===== src/rtl/nut_bus_pkg.sv =====
// nut_bus_pkg: shared frame geometry, FSM encoding and bit-time compare helpers
// for the serial instruction bus (CPU master and ROM-side logic).
`default_nettype none

package nut_bus_pkg;

    localparam int FRAME_LEN = 56;
    localparam int ADR_W     = 16;
    localparam int INST_W    = 10;
    localparam int ADR_T0    = 16;
    localparam int INST_T0   = 44;
    localparam int BT_W      = 6;

    localparam int ADR_T1    = ADR_T0 + ADR_W - 1;
    localparam int INST_T1   = INST_T0 + INST_W - 1;

    typedef enum logic [2:0] {
        IDLE_FRAME = 3'd0,
        ADDR       = 3'd1,
        WAIT       = 3'd2,
        INST       = 3'd3,
        DONE       = 3'd4
    } bus_state_e;

    function automatic logic bt_in_win(input logic [BT_W-1:0] bt, input int first, input int last);
        return (int'(bt) >= first) && (int'(bt) <= last);
    endfunction

    function automatic logic bt_in_adr_win(input logic [BT_W-1:0] bt);
        return bt_in_win(bt, ADR_T0, ADR_T1);
    endfunction

    function automatic logic bt_in_inst_win(input logic [BT_W-1:0] bt);
        return bt_in_win(bt, INST_T0, INST_T1);
    endfunction

endpackage

`default_nettype wire


===== src/rtl/nut_frame_ctr.sv =====
// nut_frame_ctr: free-running bit-time counter with window decodes for both the
// current bit time and the one that follows the next clock edge.
`default_nettype none

module nut_frame_ctr
    import nut_bus_pkg::*;
#(
    parameter int FRAME_LEN = nut_bus_pkg::FRAME_LEN,
    parameter int ADR_T0    = nut_bus_pkg::ADR_T0,
    parameter int ADR_W     = nut_bus_pkg::ADR_W,
    parameter int INST_T0   = nut_bus_pkg::INST_T0,
    parameter int INST_W    = nut_bus_pkg::INST_W
) (
    input  logic            clk,
    input  logic            rst_n,
    output logic [BT_W-1:0] t,
    output logic [BT_W-1:0] t_nxt,
    output logic            t_last,
    output logic            in_adr_win,
    output logic            in_inst_win,
    output logic            adr_win_nxt,
    output logic            inst_win_nxt
);

    localparam int ADR_END  = ADR_T0 + ADR_W - 1;
    localparam int INST_END = INST_T0 + INST_W - 1;

    assign t_last = (t == BT_W'(FRAME_LEN - 1));
    assign t_nxt  = t_last ? '0 : t + BT_W'(1);

    assign in_adr_win   = bt_in_win(t, ADR_T0, ADR_END);
    assign in_inst_win  = bt_in_win(t, INST_T0, INST_END);
    // Lookahead decodes let registered bus outputs line up with the bit time.
    assign adr_win_nxt  = bt_in_win(t_nxt, ADR_T0, ADR_END);
    assign inst_win_nxt = bt_in_win(t_nxt, INST_T0, INST_END);

    always_ff @(posedge clk or negedge rst_n) begin
        if (!rst_n) begin
            t <= '0;
        end else begin
            t <= t_nxt;
        end
    end

endmodule

`default_nettype wire


===== src/rtl/nut_bus_master.sv =====
// nut_bus_master: runs the 56-bit-time frame, serialises the fetch address on ia
// and deserialises the returned instruction from is, one fetch per frame.
`default_nettype none

module nut_bus_master
    import nut_bus_pkg::*;
#(
    parameter int FRAME_LEN = nut_bus_pkg::FRAME_LEN,
    parameter int ADR_W     = nut_bus_pkg::ADR_W,
    parameter int INST_W    = nut_bus_pkg::INST_W,
    parameter int ADR_T0    = nut_bus_pkg::ADR_T0,
    parameter int INST_T0   = nut_bus_pkg::INST_T0
) (
    input  logic              cph1,
    input  logic              pon_n,
    input  logic              fetch_req,
    input  logic [ADR_W-1:0]  fetch_adr,
    output logic              fetch_ack,
    output logic              inst_valid,
    output logic [INST_W-1:0] inst,
    output logic              sync,
    output logic              ia,
    input  logic              is,
    output logic [BT_W-1:0]   bit_time
);

    logic [BT_W-1:0]   t;
    logic [BT_W-1:0]   t_nxt;
    logic              t_last;
    logic              in_adr_win;
    logic              in_inst_win;
    logic              adr_win_nxt;
    logic              inst_win_nxt;

    bus_state_e        state;
    bus_state_e        state_nxt;
    logic [ADR_W-1:0]  adr_sh;
    logic [INST_W-1:0] inst_sh;

    logic              ack_d;
    logic              ia_d;
    logic              valid_d;
    logic              shift_adr;
    logic              sample_is;

    nut_frame_ctr #(
        .FRAME_LEN (FRAME_LEN),
        .ADR_T0    (ADR_T0),
        .ADR_W     (ADR_W),
        .INST_T0   (INST_T0),
        .INST_W    (INST_W)
    ) u_frame_ctr (
        .clk          (cph1),
        .rst_n        (pon_n),
        .t            (t),
        .t_nxt        (t_nxt),
        .t_last       (t_last),
        .in_adr_win   (in_adr_win),
        .in_inst_win  (in_inst_win),
        .adr_win_nxt  (adr_win_nxt),
        .inst_win_nxt (inst_win_nxt)
    );

    assign bit_time = t;

    always_ff @(posedge cph1 or negedge pon_n) begin
        if (!pon_n) begin
            state <= IDLE_FRAME;
        end else begin
            state <= state_nxt;
        end
    end

    // Outputs are computed one bit time ahead and registered, so the bus pins
    // carry the value belonging to the bit time shown on bit_time.
    always_comb begin
        state_nxt = state;
        ack_d     = t_last && fetch_req;
        shift_adr = (state == ADDR) && adr_win_nxt;
        ia_d      = shift_adr && adr_sh[0];
        sample_is = (state == INST) && in_inst_win;
        valid_d   = (state == DONE) && (t_nxt == BT_W'(FRAME_LEN - 1));
        case (state)
            IDLE_FRAME: if (t_last) state_nxt = fetch_req ? ADDR : IDLE_FRAME;
            ADDR:       if (in_adr_win && !adr_win_nxt) state_nxt = WAIT;
            WAIT:       if (inst_win_nxt) state_nxt = INST;
            INST:       if (in_inst_win && !inst_win_nxt) state_nxt = DONE;
            DONE:       if (t_last) state_nxt = fetch_req ? ADDR : IDLE_FRAME;
            default:    state_nxt = IDLE_FRAME;
        endcase
    end

    always_ff @(posedge cph1 or negedge pon_n) begin
        if (!pon_n) begin
            adr_sh     <= '0;
            inst_sh    <= '0;
            inst       <= '0;
            fetch_ack  <= 1'b0;
            inst_valid <= 1'b0;
            sync       <= 1'b0;
            ia         <= 1'b0;
        end else begin
            fetch_ack  <= ack_d;
            inst_valid <= valid_d;
            sync       <= inst_win_nxt;
            ia         <= ia_d;
            if (ack_d) begin
                adr_sh <= fetch_adr;
            end else if (shift_adr) begin
                adr_sh <= adr_sh >> 1;
            end
            if (sample_is) begin
                inst_sh <= {is, inst_sh[INST_W-1:1]};
            end
            if (valid_d) begin
                inst <= inst_sh;
            end
        end
    end

endmodule

`default_nettype wire


===== config.mk =====
export PLATFORM = sky130hd
export DESIGN_NAME = nut_bus_master
export DESIGN_NICKNAME = d
export VERILOG_FILES = /design/src/rtl/nut_bus_pkg.sv /design/src/rtl/nut_frame_ctr.sv /design/src/rtl/nut_bus_master.sv
export SDC_FILE = /design/constraint.sdc
export NUM_CORES = 1
export LEC_CHECK = 0
export ABC_AREA = 1
export ABC_CLOCK_PERIOD_IN_PS = 2000
export CORE_ASPECT_RATIO = 0.6
export CORE_MARGIN = 5
export CORE_UTILIZATION = 52
export DETAILED_ROUTE_END_ITERATION = 10
export PLACE_DENSITY = 0.79
export SLEW_MARGIN = 25
export SYNTH_ARGS = -nofsm -noshare
export SYNTH_HDL_FRONTEND = slang
export SYNTH_SLANG_ARGS = --single-unit

===== constraint.sdc =====
create_clock -name cph1 -period 2 [get_ports cph1]
set_input_delay 0.2 -clock cph1 [delete_from_list [all_inputs] [get_ports cph1]]
set_output_delay 0.2 -clock cph1 [all_outputs]
set_load 0.05 [all_outputs]

Word-level counts from Yosys, hierarchy flattened
Cells that the tools add are included.

storage, ports and cells
  flip-flop bits (word level) = 49
  bits of input ports = 20
  output and inout bits = 20
  logic and storage cells = 54

cells by class
  magnitude comparators = 8
  eq/ne operators = 10
  multiplexer cells = 9
  reduce and logical (&&, ||, !) cells = 17
  add/sub/neg operators = 1

operators with widths
  kind                                                                              number
  16-bit two-way mux                                                                2
  6-bit == test, second input constant                                              2
  6-bit by 5-bit >= comparator with 1-bit output, second input constant             2
  6-bit >= comparator, second input constant                                        2
  6-bit by 5-bit less-or-equal comparator with 1-bit output, second input constant  2
  6-bit less-or-equal comparator, second input constant                             2
  3-bit two-way mux                                                                 4
  3-bit one-hot mux with 4 select lines                                             1
  1-bit logical AND                                                                 11
  6-bit by 1-bit adder with 6-bit output, second input constant                     1
  3-bit by 2-bit == test with 1-bit output, second input constant                   2
  6-bit two-way mux                                                                 1
  2-bit by 1-bit inequality test with 1-bit output, second input constant           3
  4-bit AND reduction                                                               1
  3-bit by 1-bit == test with 1-bit output, second input constant                   1
  3-bit == test, second input constant                                              1
  3-bit zero test                                                                   1
  1-bit zero test                                                                   2
  2-bit inequality test, second input constant                                      1
  2-bit nonzero test                                                                1
  2-bit OR reduction                                                                1
  1-bit two-way mux                                                                 1

Logic depth before layout (Yosys ltp)
Gate-level depths: netlist of run 1.

  word-level depth = 8
  gate-level depth with buffers = 14
  mapped depth without buffers = 14

Hierarchy
A second synthesis of run 1 with hierarchy kept.

second synthesis, totals
  cells, all modules = 268
  area total of the unflattened synthesis = 2397.3 um2

modules (own cells, without submodules)
  module          instances  cells each  seq. area each (um2)  area an instance (um2)
  nut_bus_master  1          212         1076.0                1978.1
  nut_frame_ctr   1          56          150.1                 419.2

Worst setup path before layout of run 1
OpenSTA, ideal clock, no wires.

  path kind = reg2reg
  start = register u_frame_ctr.t[0]
  end = register state[2]
  data arrival time = 2.061 ns
  period minus slack after synthesis = 2.177 ns
  path buffers = 0
  setup slack = -0.177 ns
  stages on the path, launching flop included = 15
  cell sequence = dfrtp_1 ha_1 nand2_1 inv_1 nand3_1 nand3_2 inv_2 nand2_1 nand2_1 nand2_1 nand2_1 a21oi_2 nand2_1 nand2_1 nand2_1

on the way
  longest elaborated chain between the ends = 8

ends and longest elaborated chain
  element                                                                  RTL line                                    text
  from (decl)                                                              nut_frame_ctr.sv:16                         output logic [BT_W-1:0] t,
  from (signal assigned)                                                   nut_frame_ctr.sv:41                         t <= t_nxt;
  6-bit by 1-bit adder with 6-bit output or 6-bit == test (tied branches)  nut_frame_ctr.sv:29, nut_frame_ctr.sv:28
  6-bit two-way mux (*)                                                    nut_frame_ctr.sv:29                         assign t_nxt = t_last ? '0 : t + BT_W'(1);
  net t_nxt[4]                                                             nut_bus_master.sv:28                        logic [BT_W-1:0] t_nxt;
  6-bit >= comparator (tied with other cells)                              nut_bus_pkg.sv:26                           return (int'(bt) >= first) && (int'(bt) <= last);
  1-bit logical AND                                                        nut_bus_pkg.sv:26
  1-bit zero test, on equally long branches                                nut_bus_master.sv:87, nut_bus_master.sv:85
  1-bit logical AND, on equally long branches                              nut_bus_master.sv:87, nut_bus_master.sv:85
  2-bit by 1-bit inequality test with 1-bit output (no line)               -
  4-bit AND reduction (no line) (*)                                        -
  to (signal assigned)                                                     nut_bus_master.sv:70                        state <= state_nxt;
  to (decl)                                                                nut_bus_master.sv:35                        bus_state_e state;

Mark *: on every way through the listed nets, which the timed path passes. The rest lies on a longest branch.
A chain may end at the register's enable or synchronous reset.

Worst setup path after layout of run 1
  start = register u_frame_ctr.t[3]
  end = output bit_time[3]

RTL lines
  element    RTL line              text
  to (decl)  nut_bus_master.sv:24  output logic [BT_W-1:0] bit_time

No word-level cell between the ends.

==> reports/qor.yml, run 1 <==
r2r_cells: 11
synth_cells: 247
n_antenna_cell: 0
fin_cells: 358
area_growth_pct: 28.3
synth-seq-cells: 49
track_usage: 0.174
ys_types: 35
drcViolationCount: 0
clkTransAtPathRegs_ns: 0.09
fin_crit_ns: 1.94
wirelength_um: 4910
timing.critical_path.max_delay_family: "buffers and inverters"
cpMaxStageDelayCell: "clkdlybuf4s50_1"
cts-buffers-inserted: 5
finalSetupViolCount: 0
grt_max_degree: 28
use_met1: 0.262
cp.arrival_ns: 1.74
rrSetupSlack_ns: 0.16
crit_buf_inv: 1
power.density_mw_per_mm2: 595
final.setup_skew_ns: 0.00484
ys_seq_area_frac: 0.524
rsz0062_at_grt: "false"
synth-edff-count: 0
grt_pass1_vias: 1731
drive_gt1_frac: 0.191
layout_common_cells: "nand2_1, dfrtp_1, clkdlybuf4s50_1, inv_1, nand3_1"
cp-startpoint: "u_frame_ctr.t[3]"
antenna_found_initial: 0
syn_area_mm2: 0.00234
cp_cell_sequence: "clkdlybuf4s50_1"
ios: 40
via_per_inst: 5.13
mostFrequentLayoutCell: "nand2_1"
period_share: 0.972
drtIter0Drc: 95
cts-root-buf: "clkbuf_8"
core-area_mm2: 0.00423
nets: 322
crit_path_end_kind: "primary output"
status: "finished, final reports clean"
routedWlPerCell_um: 13.7
hold_viol: 0
die_area_mm2: 0.00599
dieWidth_um: 96.6
synth_nets: 272
grt_pass1_wl_um: 8310
cts_htree_levels: 2
vdd.ir_drop.worst_mv: 0.521
grt_overflow_total: 0
clock_sinks: 49
fmax_ghz: 0.515
cap_violations: 0
hpwl_um: 3630
num_rows: 18
firstDrtPassIters: 5
port_buffers: 39
gp_congestion: 0.839
die-height_um: 62.0
worst_slack_ns: 0.0565
dp.cells: 349
place_ws_ns: 0.0873
yosysWarnings: 0
crit_fanout: 7
finalSetupTns_ns: 0
async_reset_ff_frac: 1.00
synth_flop_cell: "dfrtp_1"
cts_tree: "done"
relSlewSlack: 0.644
grtUsageMet3: 0.0535
clock_latency_ns: 0.30
worstMarginPinSlew_ns: 0.530
gr-max-usage-layer: "met1"
grtUsageMet2: 0.254
critPathLaunchType: "flop"
hp-class: "in -> async"
slowest_delay_ns: 0.88
required_ns: 1.80
critical_path_class: "reg -> out"
drtAntennaViolNets: 0
regToRegStartpoint: "u_frame_ctr.t[1]"
reg2reg_to: "adr_sh[14]"
num_vias: 1837
p_leak_nw: 1.45
utilization: 0.709
cts_buffer_depth: 2
start_util: 0.553
maxSlewViolCount: 0
synth.avg_cell_area_um2: 9.48
==> final cells by class <==
cell class,count,area [um^2]
multi-input combinational,162,983
timing repair buffer,51,490
clock buffer,5,68.8
sequential,49,1230
clock inverter,3,46.3
fill,343,1230
tap,60,75.1
inverter,28,108
==> power by group <==
part	internal [mW]	total, mW	switching (mW)	leakage (nW)
logic	0.0407	0.0735	0.0328	0.756
clock network	0.374	0.713	0.338	0.0543
registers	0.996	0.999	0.00312	0.637
==> through the flow <==
stage          hold WS (ns)  cell area, um^2  total power, mW
5_1_grt               0.440             3000             1.85
6_report              0.404             3000             1.79
3_3_place_gp          0.207             2850             1.09
3_5_place_dp          0.207             2850             1.09
2_1_floorplan       -0.0956             2340             1.03
4_1_cts               0.424             2970             1.79
==> registers in the layout, indices dropped and copies added, names as in the netlist <==
name	count
sync	1
inst	10
u_frame_ctr.t	6
fetch_ack	1
ia	1
state	3
inst_valid	1
inst_sh	10
adr_sh	16
==> kinds of logic (layout without fill, tap and decap cells) <==
family,Yosys count,after routing,synth area share
simple gates,111,111,0.236
buf+inv,36,87,0.0679
flops,49,49,0.524
fa+ha+maj,5,5,0.0267
compound gates,46,46,0.146
==> synthesized netlist by cell type, types with 4 or more instances <==
master   count  area share
a21oi_1     12       0.026
o21ai_0     11       0.024
nand2_1     52       0.083
dfrtp_1     49        0.52
inv_1       24       0.038
nor3_1       4      0.0086
a22oi_2      9       0.048
nand3_1     23       0.049
ha_1         5       0.027
nor2_1      18       0.029
==> routing by layer <==
metal / part of all wire / wire length (um)
met1: 0.52 / 2560
met2: 0.43 / 2090
met3: 0.050 / 246
met4: 0.0028 / 14
met5: 0 / 0
==> worst max path at each step <==
stage	end	slack (ns)	cells past startpoint
floorplan	state[2]	0.008	14
global placement	adr_sh[14]	0.15	11
detailed placement	adr_sh[14]	0.09	11
CTS	bit_time[3]	0.06	1
global route	adr_sh[14]	0.02	11
finish	bit_time[3]	0.06	1
==> timing repair <==
| item | 4_1_cts | 5_1_grt |
|---|---|---|
| endpoints found under the hold margin | 22 | 0 |
| hold buffers | 1 | 0 |
| setup buffers | 0 | 0 |
| resized for setup | 0 | 7 |
| setup endpoints to repair | 0 | 6 |
No activity file was read; power rests on OpenSTA's default activity.
==> inputs of run 2 (changes only) <==
--- a/config.mk
+++ b/config.mk
@@ -7,11 +7,13 @@
 export LEC_CHECK = 0
 export ABC_AREA = 1
 export ABC_CLOCK_PERIOD_IN_PS = 2000
+export CELL_PAD_IN_SITES_DETAIL_PLACEMENT = 1
+export CELL_PAD_IN_SITES_GLOBAL_PLACEMENT = 2
 export CORE_ASPECT_RATIO = 0.6
 export CORE_MARGIN = 5
-export CORE_UTILIZATION = 52
+export CORE_UTILIZATION = 32
 export DETAILED_ROUTE_END_ITERATION = 10
-export PLACE_DENSITY = 0.79
+export PLACE_DENSITY_LB_ADDON = 0.1
 export SLEW_MARGIN = 25
 export SYNTH_ARGS = -nofsm -noshare
 export SYNTH_HDL_FRONTEND = slang
==> run 2 against run 1 <==
  * Sequential share of layout area fell by 1.4 points
  * Count of clock-buffer cells in the layout rose by 1
  * Sequential cell count did not move
  * Setup slack improved by 0.031 ns
  * Highest routed layer unchanged
  * First-iteration DRC count fell by 17%
  * Core utilization fell by 28 points
  * Via count fell by 0.98%
  * Critical path depth did not move
  * Sequential power barely moved
  * Combinational power rose by 2%
  * Global-route usage fell by 4.0 points
==> reports/qor.yml, run 2 (synthesis results as in run 1) <==
status: "finished, final reports clean"
maxSlewViolCount: 0
p_seq_frac: 0.483
p_switching_mw: 0.407
core-area_mm2: 0.00718
num_rows: 24
die_area_mm2: 0.00918
n_antenna_cell: 0
cpMaxStageDelayCell: "clkdlybuf4s50_1"
p_clk_frac: 0.481
cts_buffer_depth: 2
largest_reg_flops: 16
crit_path_end_kind: "primary output"
antenna_found_initial: 0
slowest_delay_ns: 0.87
clkTransAtPathRegs_ns: 0.07
met3_length_um: 201
required_ns: 1.80
fin_crit_ns: 1.91
grt_pass1_wl_um: 9890
firstDrtPassIters: 4
port_buffers: 39
clock_latency_ns: 0.29
top_regs: "adr_sh (16), inst (10), inst_sh (10)"
crit_buf_inv: 1
hp-class: "in -> async"
p_leak_nw: 1.48
cp.arrival_ns: 1.71
period_share: 0.956
routedWlPerCell_um: 14.7
pwr-share-comb: 0.036
gp_congestion: 0.790
cts-root-buf: "clkbuf_16"
cap_violations: 0
vdd.ir_drop.worst_mv: 0.418
mostFrequentLayoutCell: "nand2_1"
critical_path_class: "reg -> out"
netSwitchingFraction: 0.197
cts_tree: "done"
internal_power_mw: 1.66
start_util: 0.326
wirelength_um: 5740
fmax_ghz: 0.523
timing.critical_path.max_delay_family: "buffers and inverters"
cts_htree_levels: 2
power.density_mw_per_mm2: 666
grt_pass1_vias: 1962
hold_viol: 0
relSlewSlack: 0.613
place_ws_ns: 0.0593
grt_max_degree: 30
nets: 323
hpwl_um: 4220
drtAntennaViolNets: 0
finalSetupTns_ns: 0
final.setup_skew_ns: 0.00439
cts-buffers-inserted: 5
drive_gt1_frac: 0.197
worstMarginPinSlew_ns: 0.576
track_usage: 0.134
num_vias: 1819
critPathLaunchType: "flop"
via_per_inst: 4.66
wl_met1_um: 3070
maxUsedRoutingLayer: "met4"
drcViolationCount: 0
drtIter0Drc: 79
clock_sinks: 49
wl_met2_um: 2410
finalSetupViolCount: 0
layout_common_cells: "nand2_1, dfrtp_1, clkdlybuf4s50_1, inv_1, nand3_1"
dieWidth_um: 120
die-height_um: 76.3
grt_overflow_total: 0
whs_ns: 0.424
top_register: "adr_sh"
area_growth_pct: 32.7
worst_slack_ns: 0.0875
rsz0062_at_grt: "false"
crit_fanout: 7
ios: 40
cp_cell_sequence: "clkdlybuf4s50_1"
## run 2: path summary, 6_finish.rpt
kind                                   from               end  slack (ns)  depth (start not counted)
setup reg to reg           u_frame_ctr.t[0]          state[2]        0.17                         13
max in group asynchronous             pon_n  u_frame_ctr.t[0]        1.03                          3
setup / recovery           u_frame_ctr.t[3]       bit_time[3]        0.09                          1
hold reg to reg                  inst_sh[0]           inst[0]        0.48                          2
hold / removal                        pon_n        adr_sh[11]        0.42                          2
min in group cph1                inst_sh[0]           inst[0]        0.48                          2
## run 2: per-layer routing
layer | vias up | global-route usage
met1 | 878 | 0.197
met3 | 4 | 0.0378
li1 | 912 | -
met4 | 0 | 0.0373
met5 | - | 0
met2 | 25 | 0.192
## run 2: power groups by stage
stage               clock network (mW)  logic, mW  registers [mW]
finish                           0.994     0.0747            1.00
global route                      1.07     0.0841            1.00
CTS                               1.03     0.0775           0.999
detailed placement                   0     0.0754            1.02
global placement                     0     0.0754            1.02
floorplan                            0    0.00806            1.02
## run 2: layout make-up
cell class	count	area (um^2)
Fill cell	826	4070
Sequential cell	49	1230
Multi-Input combinational cell	162	981
Timing Repair Buffer	52	498
Clock buffer	6	139
Tap cell	91	114
Inverter	28	108
Clock inverter	2	37.5
## run 2: timing repair
item / 4_1_cts / 5_1_grt
endpoints found under the setup margin: 0 / 18
endpoints found under the hold margin: 20 / 0
gates resized for setup: 0 / 6
buffers inserted: 0 / 0
hold buffers: 1 / 0
## run 2: through the flow
step	std cells	utilization	power, mW	cell area, um^2
global route	390	0.433	2.16	3110
finish	390	0.433	2.07	3110
floorplan	247	-	1.03	2340
CTS	390	0.430	2.10	3080
global placement	381	0.404	1.09	2900
detailed placement	381	0.404	1.09	2900
==> inputs of run 3 (changes only) <==
--- a/config.mk
+++ b/config.mk
@@ -14,7 +14,7 @@
 export CORE_UTILIZATION = 32
 export DETAILED_ROUTE_END_ITERATION = 10
 export PLACE_DENSITY_LB_ADDON = 0.1
-export SLEW_MARGIN = 25
+export SLEW_MARGIN = 20
 export SYNTH_ARGS = -nofsm -noshare
 export SYNTH_HDL_FRONTEND = slang
 export SYNTH_SLANG_ARGS = --single-unit
==> constraint.sdc (replaced) <==
create_clock -name cph1 -period 2 [get_ports cph1]
set_input_delay 0.2 -clock cph1 [delete_from_list [all_inputs] [get_ports cph1]]
set_output_delay 0.2 -clock cph1 [all_outputs]
set_load 0.02 [all_outputs]
==> run 3 against run 2 <==
  * The run now ends with negative hold slack left
  * Highest routed layer unchanged
  * Critical endpoint is now state[1]
  * Setup slack improved by 0.070 ns
  * Largest power group unchanged
  * Wire length decreased by 0.63%
  * Combinational power decreased by 7.5%
==> reports/qor.yml, run 3 (synthesis results as in run 1) <==
gr-max-usage-layer: "met1"
total_power_mw: 1.94
antenna_found_initial: 0
vdd.ir_drop.worst_mv: 0.356
die_area_mm2: 0.00918
maxSlewViolCount: 0
layout_common_cells: "nand2_1, dfrtp_1, clkdlybuf4s50_1, inv_1, nand3_1"
cap_violations: 0
clock_sinks: 49
relSlewSlack: 0.584
cts_buffer_depth: 2
top_register: "adr_sh"
place_ws_ns: 0.0626
hp-class: "in -> async"
core-area_mm2: 0.00718
grtUsageMet2: 0.177
clock_latency_ns: 0.29
drtAntennaViolNets: 0
top_regs: "adr_sh (16), inst (10), inst_sh (10)"
fillers: 814
ios: 40
regToRegStartpoint: "u_frame_ctr.t[0]"
reg2reg_to: "state[1]"
cts_htree_levels: 2
drcViolationCount: 0
track_usage: 0.135
worst_slack_ns: 0.158
multi_input_area_mm2: 0.00101
crit_fanout: 4
grt_pass1_wl_um: 9810
status: "finished, violations left"
grt_max_degree: 50
via_per_inst: 4.67
grtUsageMet3: 0.0423
whs_ns: -0.000451
firstDrtPassIters: 4
period_share: 0.921
largest_reg_flops: 16
rrSetupSlack_ns: 0.16
crit_path_end_kind: "flop"
use_met1: 0.204
num_rows: 24
finalSetupViolCount: 0
critPathLaunchType: "flop"
fin_crit_ns: 1.84
n_antenna_cell: 0
mostFrequentLayoutCell: "nand2_1"
start_util: 0.326
cts_tree: "done"
dieWidth_um: 120
wirelength_um: 5710
grt_overflow_total: 0
port_buffers: 39
final.setup_skew_ns: 0.00483
power.density_mw_per_mm2: 628
die-height_um: 76.3
clkTransAtPathRegs_ns: 0.07
num_vias: 1818
cts-root-buf: "clkbuf_16"
drtIter0Drc: 108
seq_area_mm2: 0.00123
grt_pass1_vias: 1903
worstMarginPinSlew_ns: 0.623
gp_congestion: 0.751
drive_gt1_frac: 0.198
p_leak_nw: 1.47
cp.arrival_ns: 2.03
cts-buffers-inserted: 5
hpwl_um: 4060
fin_cells: 389
fmax_ghz: 0.543
area_growth_pct: 32.0
r2r_cells: 13
nets: 322
dp.cells: 378
violations: "negative hold slack"
critical_path_class: "reg -> reg"
required_ns: 2.18
hold_viol: 1
routedWlPerCell_um: 14.7
==> run 3: changes by cell type in the layout (fill, tap and decap cells not counted), sizes merged <==
cell | before | now
clkinvlp | 1 | 0
dlygate4sd3 | 1 | 0
bufinv | 1 | 0
clkinv | 0 | 2
==> run 3: metal layers <==
metal,vias to the layer above,share of wire
met4,0,0.015
met1,863,0.52
met5,-,0
met3,6,0.055
li1,910,-
met2,39,0.41
==> run 3: what timing repair did <==
item	in CTS	in global routing
gates resized for setup	0	12
endpoints found under the setup margin	0	24
hold buffers	0	0
buffers inserted	0	3
==> run 3: where the power goes <==
| group | switching [mW] | total [mW] | internal [mW] | leakage (nW) |
|---|---|---|---|---|
| clock | 0.373 | 0.871 | 0.498 | 0.0768 |
| combinational | 0.0323 | 0.0691 | 0.0368 | 0.757 |
| sequential | 0.00282 | 1.00 | 0.997 | 0.639 |
| total | 0.408 | 1.94 | 1.53 | 1.47 |
==> run 3: critical path: stages (launching register included) <==
cell     delay [ns]
dfrtp_1        0.42
ha_4           0.20
nand2_1        0.09
inv_1          0.08
nand3_2        0.09
nand3_4        0.09
nor2_4         0.15
nand3_1        0.10
nand2_2        0.12
nand2_1        0.09
nand2_2        0.10
nand2_1        0.08
nand2_1        0.06
nand2_1        0.04
==> run 3: area by class of cell <==
type | instances | area share
clock buffer | 6 | 0.0449
clock inverter | 2 | 0.00445
inverter | 28 | 0.0348
multi-input combinational | 162 | 0.326
sequential | 49 | 0.398
tap | 91 | 0.0368
timing repair buffer | 51 | 0.155
==> run 3: worst max-delay path by stage <==
stage,from,endpoint,depth (start not counted)
floorplan,u_frame_ctr.t[0],state[2],14
global placement,u_frame_ctr.t[0],adr_sh[14],11
detailed placement,u_frame_ctr.t[0],state[1],13
CTS,u_frame_ctr.t[0],state[1],13
global route,u_frame_ctr.t[0],state[2],13
finish,u_frame_ctr.t[0],state[1],13
==> run 3: per-stage QoR <==
step                 util  cell area [um^2]  hold slack (ns)  setup TNS, ns
floorplan               -              2340          -0.0956              0
global placement    0.398              2860            0.356              0
detailed placement  0.398              2860            0.352              0
CTS                 0.420              3010           0.0358              0
global route        0.431              3090           0.0779        -0.0114
finish              0.431              3090        -0.000451              0
==> RTL edit (settings of run 2) <==
The package constant `BT_W` goes from 6 to 12.
--- a/src/rtl/nut_bus_pkg.sv
+++ b/src/rtl/nut_bus_pkg.sv
@@ -10,5 +10,5 @@
     localparam int ADR_T0    = 16;
     localparam int INST_T0   = 44;
-    localparam int BT_W      = 6;
+    localparam int BT_W      = 12;
 
     localparam int ADR_T1    = ADR_T0 + ADR_W - 1;
Interface: changed (resized bit_time); port bits go from 40 to 46. The function was not compared with the original's and may differ.
==> RTL edit against run 2 <==
  * The flow now finishes with violations (setup timing)
  * Clock skew rose by 1.9 ps
  * Routed wire length up 36%
  * Power rose by 0.18%
  * Cell area is 29% higher
  * Sequential cell count grew 6
  * Sequential share of layout area decreased by 4.8 points
  * Synthesized area is 16% higher
  * Setup slack lost 160 ps
  * Largest power group unchanged
==> RTL edit: results (changes against run 2) <==
Setup slack at placement -> -218.2 ps (was 59.27 ps)
Setup TNS after final layout -> -393.1 ps (was 0 ps)
Violations in the final reports -> setup timing
Normalized max-slew margin -> 54.11% (was 61.29%)
Number of nets in the final layout -> 445 (was 323)
Static leakage power -> 1.847 nW (was 1.478 nW)
Post-detailed-placement cell area -> 3603 um2 (was 2897 um2)
Met3 Resource Use GR -> 3.811% (was 3.783%)
Sequential fraction of the synthesis area -> 50.64% (was 52.38%)
Clock skew after layout -> 6.311 ps (was 4.387 ps)
Wire length of the first global-routing pass -> 13080 um (was 9887 um)
Met2 Track Usage GR -> 24.17% (was 19.22%)
Fraction of layout cells with a size suffix above 1 -> 26.67% (was 19.73%)
Cell family with the largest share of critical-path delay -> simple AND/OR/NAND/NOR gates (was buffers and inverters)
Placer Congestion -> 0.8252 (was 0.7900)
Number of port buffers -> 45 (was 39)
Run status -> complete, but fails checks (was finished, final reports clean)
# Post-CTS Setup Buffers -> 5 (was 0)
Placed Cells -> 516 (was 381)
Worst Setup Slack, final -> -74.16 ps (was 87.47 ps)
Resized cells post-CTS -> 41 (was 0)
Arithmetic-cell share of the synthesized area counting full adders, half adders and majority gates -> 2.762% (was 2.672%)
Largest fanout of any net on the critical path -> 4 (was 7)
Final setup violation count -> 13 (was 0)
Yosys cell types -> 25 (was 35)
==> RTL edit: path summary, 6_finish.rpt <==
path,start,endpoint
max in group asynchronous,pon_n,adr_sh[0]$_DFFE_PN0P_
setup reg to reg,u_frame_ctr.t[0]$_DFF_PN0_,state[1]$_DFFE_PN0P_
hold / removal,fetch_adr[15],adr_sh[15]$_DFFE_PN0P_
setup / recovery,u_frame_ctr.t[0]$_DFF_PN0_,state[1]$_DFFE_PN0P_
hold reg to reg,inst_sh[0]$_DFFE_PN0P_,inst[0]$_DFFE_PN0P_
min in group asynchronous,pon_n,u_frame_ctr.t[3]$_DFF_PN0_
==> RTL edit: worst register-to-register path, cell delays in order, from the launching register on <==
cell	delay [ps]
sky130_fd_sc_hd__dfrtp_4	520
sky130_fd_sc_hd__ha_4	200
sky130_fd_sc_hd__xor2_1	170
sky130_fd_sc_hd__nand2_1	100
sky130_fd_sc_hd__inv_1	80
sky130_fd_sc_hd__nand2_1	80
sky130_fd_sc_hd__nor2_2	160
sky130_fd_sc_hd__nand3_1	90
sky130_fd_sc_hd__nand2_1	80
sky130_fd_sc_hd__nand2_2	90
sky130_fd_sc_hd__a21oi_4	200
sky130_fd_sc_hd__nand2_4	80
sky130_fd_sc_hd__nand2_2	70
sky130_fd_sc_hd__nand2_2	50
==> RTL edit: power by group <==
group / internal (W) / switching (W) / total, W
logic: 0.0000392 / 0.0000353 / 0.0000745
clock network: 0.000466 / 0.000411 / 0.000877
registers: 0.00112 / 0.00000310 / 0.00112
total: 0.00162 / 0.000449 / 0.00207
==> RTL edit: final cells by class <==
cell class	count	share of cell area, %
repair buffers	85	20.10
clock buffers	6	3.210
clock inverters	2	0.3428
flip-flops and latches	55	34.78
inverters	63	5.921
multi-input cells	209	32.16
well taps	112	3.490
